--- config.mk ---
export PLATFORM = sky130hd
export DESIGN_NAME = if_id_queue
export DESIGN_NICKNAME = d
export VERILOG_FILES = /design/src/rtl/if_id_queue_pkg.sv /design/src/rtl/if_id_queue.sv
export SDC_FILE = /design/constraint.sdc
export NUM_CORES = 1
export LEC_CHECK = 0
export CORE_UTILIZATION = 43
export CTS_CLUSTER_DIAMETER = 30
export DETAILED_ROUTE_END_ITERATION = 10
export PLACE_DENSITY = 0.75
export SYNTH_ARGS = -nofsm -noshare
export SYNTH_HDL_FRONTEND = slang
export SYNTH_SLANG_ARGS = --single-unit
--- constraint.sdc ---
create_clock -name clk -period 6 [get_ports clk]
set_input_delay 0.9 -clock clk [delete_from_list [all_inputs] [get_ports clk]]
set_output_delay 0.9 -clock clk [all_outputs]
set_load 0.02 [all_outputs]
--- src/rtl/if_id_queue_pkg.sv ---
// Shared configuration for the fetch-to-decode instruction queue.
// Holds the pc width, the canonical NOP bubble and the boolean literals.
package if_id_queue_pkg;

  localparam int XLEN = 32;

  // addi x0, x0, 0 -- presented to decode whenever the queue is empty
  localparam logic [31:0] NOP_INSTR = 32'h00000013;

  localparam logic TRUE  = 1'b1;
  localparam logic FALSE = 1'b0;

endpackage

--- src/rtl/if_id_queue.sv ---
// Small FIFO of {pc, instruction} pairs between fetch and decode.
// Empties on flush or reset in one cycle and shows a NOP bubble when empty.
//
// Handshake: on both sides a transfer happens on a rising edge where valid and
// ready are both high; ready never depends on the same side's valid, and
// if_ready depends only on the stored count (no full-queue pass-through).
module if_id_queue #(
  parameter int XLEN = if_id_queue_pkg::XLEN,
  parameter int DEPTH = 2,
  localparam int PTR_W = $clog2(DEPTH)
) (
  input  logic             clk,
  input  logic             rst,
  input  logic             flush_flag,
  input  logic             if_valid,
  input  logic [XLEN-1:0]  if_pc,
  input  logic [31:0]      if_instr,
  output logic             if_ready,
  output logic             id_valid,
  output logic [XLEN-1:0]  id_pc,
  output logic [31:0]      id_instr,
  input  logic             id_ready,
  output logic [PTR_W:0]   occupancy
);

  import if_id_queue_pkg::*;

  localparam logic [PTR_W:0] FULL_COUNT = (PTR_W + 1)'(DEPTH);

  logic [XLEN-1:0]  pc_mem    [DEPTH];
  logic [31:0]      instr_mem [DEPTH];
  logic [PTR_W-1:0] wr_ptr;
  logic [PTR_W-1:0] rd_ptr;
  logic [PTR_W:0]   count;

  logic push;
  logic pop;
  logic clear;

  assign if_ready  = (count == FULL_COUNT) ? FALSE : TRUE;
  assign id_valid  = (count != '0) ? TRUE : FALSE;
  assign occupancy = count;

  assign push  = if_valid & if_ready;
  assign pop   = id_valid & id_ready;
  assign clear = rst | flush_flag;

  // Head is read straight from the registers; no bypass from the fetch side.
  assign id_pc    = id_valid ? pc_mem[rd_ptr]    : '0;
  assign id_instr = id_valid ? instr_mem[rd_ptr] : NOP_INSTR;

  // Storage needs no reset: entries are only visible while counted.
  always_ff @(posedge clk) begin
    if (push && !clear) begin
      pc_mem[wr_ptr]    <= if_pc;
      instr_mem[wr_ptr] <= if_instr;
    end
  end

  // DEPTH is a power of two, so pointers wrap naturally at DEPTH-1 -> 0.
  always_ff @(posedge clk) begin
    if (clear) begin
      wr_ptr <= '0;
      rd_ptr <= '0;
      count  <= '0;
    end else begin
      if (push) wr_ptr <= wr_ptr + PTR_W'(1);
      if (pop)  rd_ptr <= rd_ptr + PTR_W'(1);
      case ({push, pop})
        2'b10:   count <= count + (PTR_W + 1)'(1);
        2'b01:   count <= count - (PTR_W + 1)'(1);
        default: count <= count;
      endcase
    end
  end

endmodule

; Word level (Yosys, flattened, before mapping)
; Memory sizes are Yosys's and may differ from the RTL's. A register that Yosys moved wholly into a read port is not among the register bits.
; Index checks and enable logic that the tools add are counted.
[classes]
bitwise = 3
mul = 0
div = 0
n_reduce_logical = 4
mux = 11
eq_ne = 3
shifts = 0
add_sub_neg = 4
n_lt_le_gt_ge = 0
[op_table]
columns = operator, n
row1 = $mux 32, 2
row2 = $mux 1, 8
row3 = $eq 2x2->1 const B, 2
row4 = $pmux 2 s2, 1
row5 = $reduce_bool 2->1, 2
row6 = $add 1x1->1 const B, 2
row7 = $add 2x1->2 const B, 1
row8 = $and 1x1->1, 2
row9 = $eq 2x1->1 const B, 1
row10 = $sub 2x1->2 const B, 1
row11 = $logic_and 1x1->1, 1
row12 = $logic_not 1->1, 1
row13 = $or 1x1->1, 1
[totals]
word_cells = 30
latchBits = 0
in_bits = 69
mem_bits_rw = 128
mem_bits_ro = 0
regBits = 4
out_inout_bits = 68
mem_count = 2
[mem_list]
columns = name, words, word_bits, read_ports, rd_clocked_by_memory_dff, write_ports, line
row1 = instr_mem, 2, 32, 1, 1, 1, if_id_queue.sv:31  ; logic [31:0] instr_mem [DEPTH];
row2 = pc_mem, 2, 32, 1, 1, 1, if_id_queue.sv:30  ; logic [XLEN-1:0] pc_mem [DEPTH];

; Longest topological paths before layout
; Gate-level depths: netlist (run 1).
[depth]
depth_word = 6
depth_mapped = 6
mapped_depth_nobuf = 6

; Worst setup path after synthesis (run 1)
; Ideal clock, no wire load.
[synth_timing]
path_type = input -> register
start = input port flush_flag
end = memory instr_mem[0][0] (enable)
path_slack_ns = -0.322
path_stages = 3
setup_time_ns = 0.565
t_required_ns = 5.435
arrival_time_ns = 5.757
path_buffers = 1
cell_sequence = or2_2 -> clkbuf_1 -> nor3_1
[synth_between]
elab_chain_cells = 5
[synth_rtl]
columns = element, line
row1 = "start, declared", if_id_queue.sv:14  ; input logic flush_flag,
row2 = $or 1x1->1, if_id_queue.sv:46  ; assign clear = rst | flush_flag;
row3 = $logic_not 1->1, if_id_queue.sv:54  ; if (push && !clear) begin
row4 = $logic_and 1x1->1, if_id_queue.sv:54
row5 = $mux 1, if_id_queue.sv:54
row6 = $mux 1 (not written as such), if_id_queue.sv:56  ; instr_mem[wr_ptr] <= if_instr;
row7 = "end, declared", if_id_queue.sv:31
; Every way passes these cells.

; Final worst setup path (run 1)
[layout_timing]
start = register count[1], in the netlist occupancy[1]
end = output port id_instr[1]
[layout_between]
elab_chain_cells = 3
[layout_rtl]
columns = element, line
row1 = "start, declared", if_id_queue.sv:34  ; logic [PTR_W:0] count;
row2 = "start signal, assigned", if_id_queue.sv:70  ; 2'b10: count <= count + (PTR_W + 1)'(1);
row3 = "start signal, assigned", if_id_queue.sv:71  ; 2'b01: count <= count - (PTR_W + 1)'(1);
row4 = "start signal, assigned", if_id_queue.sv:72  ; default: count <= count;
row5 = $reduce_bool 2->1, if_id_queue.sv:41  ; assign id_valid = (count != '0) ? TRUE : FALSE;
row6 = $mux 1, if_id_queue.sv:41
row7 = $mux 32, if_id_queue.sv:50  ; assign id_instr = id_valid ? instr_mem[rd_ptr] : NOP_INSTR;
row8 = "end, declared", if_id_queue.sv:21  ; output logic [31:0] id_instr,
; Every way passes these cells.

==> impl_metrics.csv, run 1 <==
group,metric,value,unit
worst_setup_path,rrSetupSlack,4.13,ns
die,num_rows,39,
yosys,ys_ff_latch,133,
min_path,worstHoldEndpoint,"rd_ptr",
yosys,yosys_warnings,0,
sta,drv_slew,0,
min_path,hold_depth,2,
grt,grt_max_degree,65,
power,p_leak,2.30,nW
worst_setup_path,rr_startpoint,"occupancy[0]",
yosys,seq_area_frac_synth,78.3,%
status,status,"finished clean",
worst_setup_path,rr_worst_depth,4,
yosys,syn_nets,368,
detailed_routing,drtPass1Iterations,4,
yosys,synth_ff_type,"edfxtp_1",
die,core-area,11400,µm²
yosys,synthArstFlopShare,0,%
detailed_routing,drt_iter0_drc,170,
placed_design,gp_congestion,0.744,
final_layout,nets,514,
worst_setup_path,path_cells,"nor2_4, buf_4, inv_1, nand2_1, clkdlybuf4s50_1",
placed_design,portBuffers,136,
sta,fmax,0.278,GHz
power,swShare,21.0,%
final_layout,n_antenna_cell,0,
power,internal_power,1.75,mW
min_path,hp-start,"rd_ptr",
sta,tns,0,ns
yosys,synth_top_cell_by_area,"edfxtp_1",
placed_design,dp_hpwl,6060,µm
worst_setup_path,r2r-end,"instr_mem[1][12]",
power,power_density,311,nW/µm²
sta,rsz0062_at_grt,"false",
yosys,synth-edff-count,128,
yosys,synth_area_leaders,"edfxtp_1 76%, mux2i_1 13%, nor2_1 4.8%",
min_path,worstHoldPathType,"flop to flop",
die,io_pins,137,
grt,grt_overflow,0,
final_layout,stdcell_count,600,
placed_design,place_worst_setup_slack,2.77,ns
clock_tree,clk_pin_slew,0.06,ns
detailed_routing,viasPerCell,4.84,
detailed_routing,wl_per_cell,16.0,µm
grt,grt_pass1_vias,3069,
sta,hold_viol_final,0,
final_layout,layout-drive-gt1-share,8.32,%
die,die-area,12200,µm²
yosys,yosys.area.top_type_share,76.3,%
flow_run,cap_viol_max_count,0,
worst_setup_path,cp_num_buf_inv,3,
power,seqPwrFrac,47.4,%
clock_tree,cts_resized,0,
power,p_switching,0.465,mW
power,pwr-share-clk,44.0,%
yosys,synth.distinct_cells,20,
sta,period_minus_slack,3.60,ns
worst_setup_path,worstPathArrival,2.70,ns
clock_tree,insertion_delay,0.40,ns
sta,slew_headroom,24.7,%
detailed_routing,ant_nets,0,
worst_setup_path,critPathKind,"flop to output port",
clock_tree,cts_tree,"done",
worst_setup_path,start_kind,"flop",
worst_setup_path,end_kind,"output port",
worst_setup_path,required,5.10,ns
die,die-height,110,µm
final_layout,syn2layout_area_growth,41.3,%
clock_tree,cts_setup_buffers,0,
sta,fin_crit_sh,60.0,%
sta,layout_setup_ws,2.40,ns
clock_tree,cts_buffers,17,
detailed_routing,drc,0,
yosys,syn_avg_cell_area,16.9,µm²
clock_tree,cts_buffer_depth,2,
die,initial_core_util,44.1,%
die,die_w,110,µm
worst_setup_path,cp_slowest_cell,"nor2_4",
yosys,synthTopCellsByCount,"128 x edfxtp_1, 65 x nor2_1, 64 x mux2i_1",
yosys,syn_area,5040,µm²
detailed_routing,via_count,2901,
clock_tree,cts_max_level,4,
sta,tightest_slew,1.13,ns
grt,antenna_found_initial,0,
clock_tree,clockRootBuffer,"clkbuf_16",
power,p_comb_share,8.6,%
clock_tree,cts.sinks,133,
grt,grt_usage,16.2,%
placed_design,dp.cells,568,
sta,finalSetupViolCount,0,
clock_tree,ctsHoldBuffers,0,
worst_setup_path,cp_slowest_stage_delay,0.63,ns
grt,grt_pass1_wl,14300,µm
sta,finClkSkew,0.00656,ns
worst_setup_path,crit_fanout,33,
yosys,synth_most_common_cell,"edfxtp_1",
worst_setup_path,critical_path.top_delay_family,"buffers and inverters",
power,peakVddDrop,0.209,mV
detailed_routing,wirelength,9580,µm
yosys,syn-instance-count,298,
## worst register-to-register path, cell delays in order, from the launching register on
cell and delay, ns:
dfxtp_1 0.47, nand2b_1 0.21, nand2_1 0.14, nor3_2 0.15, buf_4 0.50
## cells in the final DEF, fill, tap and decap left out, types with 3 or more instances in the layout
cell             synthesis  layout
buf_4                    6       5
clkbuf_16                0      17
clkdlybuf4s50_1          0     136
clkinv_2                 0       3
clkinv_4                 0       4
dfxtp_1                  5       4
edfxtp_1               128     128
inv_1                    3       3
mux2i_1                 64      64
nand2_1                  4       4
nor2_1                  65      64
## layout make-up
| class | count | area (µm²) |
|---|---|---|
| Clock buffer | 19 | 433 |
| Clock inverter | 13 | 134 |
| Fill cell | 884 | 4300 |
| Inverter | 3 | 11.3 |
| Multi-Input combinational cell | 148 | 1020 |
| Sequential cell | 133 | 3950 |
| Tap cell | 143 | 179 |
| Timing Repair Buffer | 141 | 1400 |
## stage by stage
stage	instance area (µm²)	hold slack [ns]	util [%]	power, mW
after detailed placement	6550	0.503	57.4	1.26
after global routing	7120	0.558	62.4	2.29
after global placement	6550	0.494	57.4	1.26
after floorplan	5040	0.472	-	1.15
final	7120	0.513	62.4	2.21
after CTS	7120	0.516	62.4	2.24
## worst max path at each step
| stage | from | depth (start not counted) | slack, ns | endpoint |
|---|---|---|---|---|
| floorplan | flush_flag | 3 | -0.32 | instr_mem[0][0] |
| global placement | occupancy[0] | 5 | 2.83 | id_instr[4] |
| detailed placement | occupancy[1] | 5 | 2.77 | id_instr[1] |
| CTS | occupancy[1] | 5 | 2.31 | id_instr[1] |
| global route | occupancy[0] | 5 | 2.19 | id_instr[0] |
| finish | occupancy[1] | 5 | 2.40 | id_instr[1] |
## power by group through the flow
stage / registers, mW / clock network [mW] / logic, mW
global placement: 1.07 / 0 / 0.188
floorplan: 1.07 / 0 / 0.0837
detailed placement: 1.07 / 0 / 0.192
finish: 1.05 / 0.973 / 0.190
CTS: 1.05 / 0.994 / 0.193
global route: 1.05 / 1.04 / 0.204
## layer usage
| layer | vias to the layer above | wire, µm | GRT usage [%] |
|---|---|---|---|
| li1 | 1393 | - | - |
| met1 | 1401 | 3900 | 18.4 |
| met2 | 97 | 5000 | 27.7 |
| met3 | 10 | 591 | 5.82 |
| met4 | 0 | 90 | 6.30 |
| met5 | - | 0 | 0 |
## registers in the layout, indices dropped and copies added (netlist names), named ones only
name and flops:
occupancy 2, rd_ptr 1, wr_ptr 1, pc_mem 64, instr_mem 64
## kinds of logic after synthesis
group,share of synthesized area [%]
muxes,12.7
AOI/OAI and AO/OA,0.546
xor gates and xnor gates,0.522
buffers and inverters,1.89
and+or+nand+nor,5.81
DFF,78.3
adders and majority gates,0.248
Note: power is estimated with default switching activity, not from simulation.
==> run 2: changes to the inputs <==
==> constraint.sdc (replaced) <==
create_clock -name clk -period 2.9 [get_ports clk]
set_input_delay 0.435 -clock clk [delete_from_list [all_inputs] [get_ports clk]]
set_output_delay 0.435 -clock clk [all_outputs]
set_load 0.02 [all_outputs]
==> impl_metrics.csv, run 2 (same netlist as run 1, synthesis figures left out) <==
group,metric,value,unit
power,p_switching,1.05,mW
detailed_routing,via_count,2876,
clock_tree,clk_pin_slew,0.06,ns
worst_setup_path,rr_worst_depth,4,
grt,grt_pass1_wl,13800,µm
final_layout,n_antenna_cell,0,
grt,grt_pass1_vias,2836,
detailed_routing,viasPerCell,4.79,
power,swShare,21.6,%
clock_tree,cts_buffers,17,
worst_setup_path,cp_num_buf_inv,2,
final_layout,layout-drive-gt1-share,9.61,%
worst_setup_path,path_cells,"buf_12, mux2i_1, nor2_1, clkdlybuf4s50_1",
die,die_w,110,µm
worst_setup_path,crit_cells,4,
clock_tree,cts_buffer_depth,2,
detailed_routing,wl_per_cell,15.3,µm
placed_design,dp.cells,569,
sta,fin_crit_sh,89.2,%
status,status,"finished clean",
grt,grt_overflow,0,
power,pwr-share-clk,47.3,%
final_layout,stdcell_count,601,
power,power_density,671,nW/µm²
clock_tree,cts_tree,"done",
grt,grt_usage,15.6,%
detailed_routing,drc,0,
clock_tree,cts_resized,0,
detailed_routing,drt_iter0_drc,124,
power,power.total,4.88,mW
clock_tree,cts_setup_buffers,0,
clock_tree,insertion_delay,0.40,ns
grt,antenna_found_initial,0,
final_layout,nets,515,
sta,drv_slew,0,
flow_run,cap_viol_max_count,0,
min_path,worstHoldPathType,"flop to flop",
die,die-height,110,µm
clock_tree,cts.sinks,133,
worst_setup_path,start_kind,"flop",
die,die-area,12200,µm²
detailed_routing,ant_nets,0,
worst_setup_path,critical_path.top_delay_family,"buffers and inverters",
final_layout,layout_common_cells,"136 x clkdlybuf4s50_1, 128 x edfxtp_1, 64 x mux2i_1, 64 x nor2_1, 17 x clkbuf_16",
detailed_routing,drtPass1Iterations,4,
worst_setup_path,end_kind,"output port",
final_layout,syn2layout_area_growth,44.3,%
detailed_routing,wirelength,9170,µm
worst_setup_path,cp_slowest_stage_delay,0.61,ns
power,p_leak,2.36,nW
worst_setup_path,cp_slowest_cell,"dfxtp_4",
die,io_pins,137,
worst_setup_path,required,2.47,ns
clock_tree,ctsHoldBuffers,0,
worst_setup_path,rrSetupSlack,1.15,ns
sta,tns,0,ns
grt,grt_max_degree,65,
sta,rsz0062_at_grt,"false",
sta,tightest_slew,0.414,ns
worst_setup_path,crit_fanout,24,
placed_design,portBuffers,136,
power,p_comb_share,8.4,%
sta,hold_viol_final,0,
die,initial_core_util,44.1,%
placed_design,dp_hpwl,5650,µm
sta,fmax,0.387,GHz
die,core-area,11400,µm²
sta,finalSetupViolCount,0,
die,num_rows,39,
sta,finClkSkew,0.00739,ns
power,peakVddDrop,0.366,mV
worst_setup_path,critPathKind,"flop to output port",
power,internal_power,3.82,mW
final_layout,final_common_cell,"clkdlybuf4s50_1",
min_path,hold_depth,2,
placed_design,gp_congestion,0.709,
sta,period_minus_slack,2.59,ns
sta,slew_headroom,72.4,%
clock_tree,clockRootBuffer,"clkbuf_16",
power,seqPwrFrac,44.3,%
worst_setup_path,worstPathArrival,2.15,ns
clock_tree,cts_max_level,4,
==> run 2: final timing paths <==
path	startpoint	end
hold / removal	rd_ptr	rd_ptr
setup reg to reg	occupancy[0]	instr_mem[0][17]
setup / recovery	flop	id_instr[8]
hold reg to reg	rd_ptr	rd_ptr
==> run 2: metrics by stage <==
step	hold slack [ns]	cell area (µm²)	setup slack [ns]	utilization (%)
6_report	0.511	7270	0.313	63.7
3_5_place_dp	0.497	6630	0.725	58.0
3_3_place_gp	0.488	6630	0.708	58.0
4_1_cts	0.515	7270	0.280	63.7
5_1_grt	0.535	7270	0.183	63.7
2_1_floorplan	0.472	5070	0.0124	-
==> run 2: worst register-to-register path, stage by stage, from the launching register on <==
cell and delay, ns:
dfxtp_2 0.40, nand2b_2 0.19, nand2_1 0.17, nor3_4 0.27, buf_12 0.35
==> run 2: power groups by stage <==
stage          logic (mW)  registers, mW  clock network (mW)
2_1_floorplan       0.177           2.20                   0
3_3_place_gp        0.403           2.20                   0
3_5_place_dp        0.410           2.20                   0
4_1_cts             0.412           2.16                2.35
5_1_grt             0.437           2.16                2.42
6_report            0.408           2.16                2.31
==> run 2: layer usage <==
layer  vias to the layer above  track usage, %  wire length, µm
met5                         -               0                0
met4                         0            5.92               74
met3                         7            4.23              551
met2                        93            24.9             4480
met1                      1379            20.3             4060
li1                       1397               -                -
==> run 2: final cells by class <==
cell class              instances  area, µm²
clock buffers                  17        425
inverters                       3       11.3
flip-flops and latches        133       3950
multi-input cells             148       1030
repair buffers                142       1460
fillers                       841       4150
clock inverters                15        218
well taps                     143        179
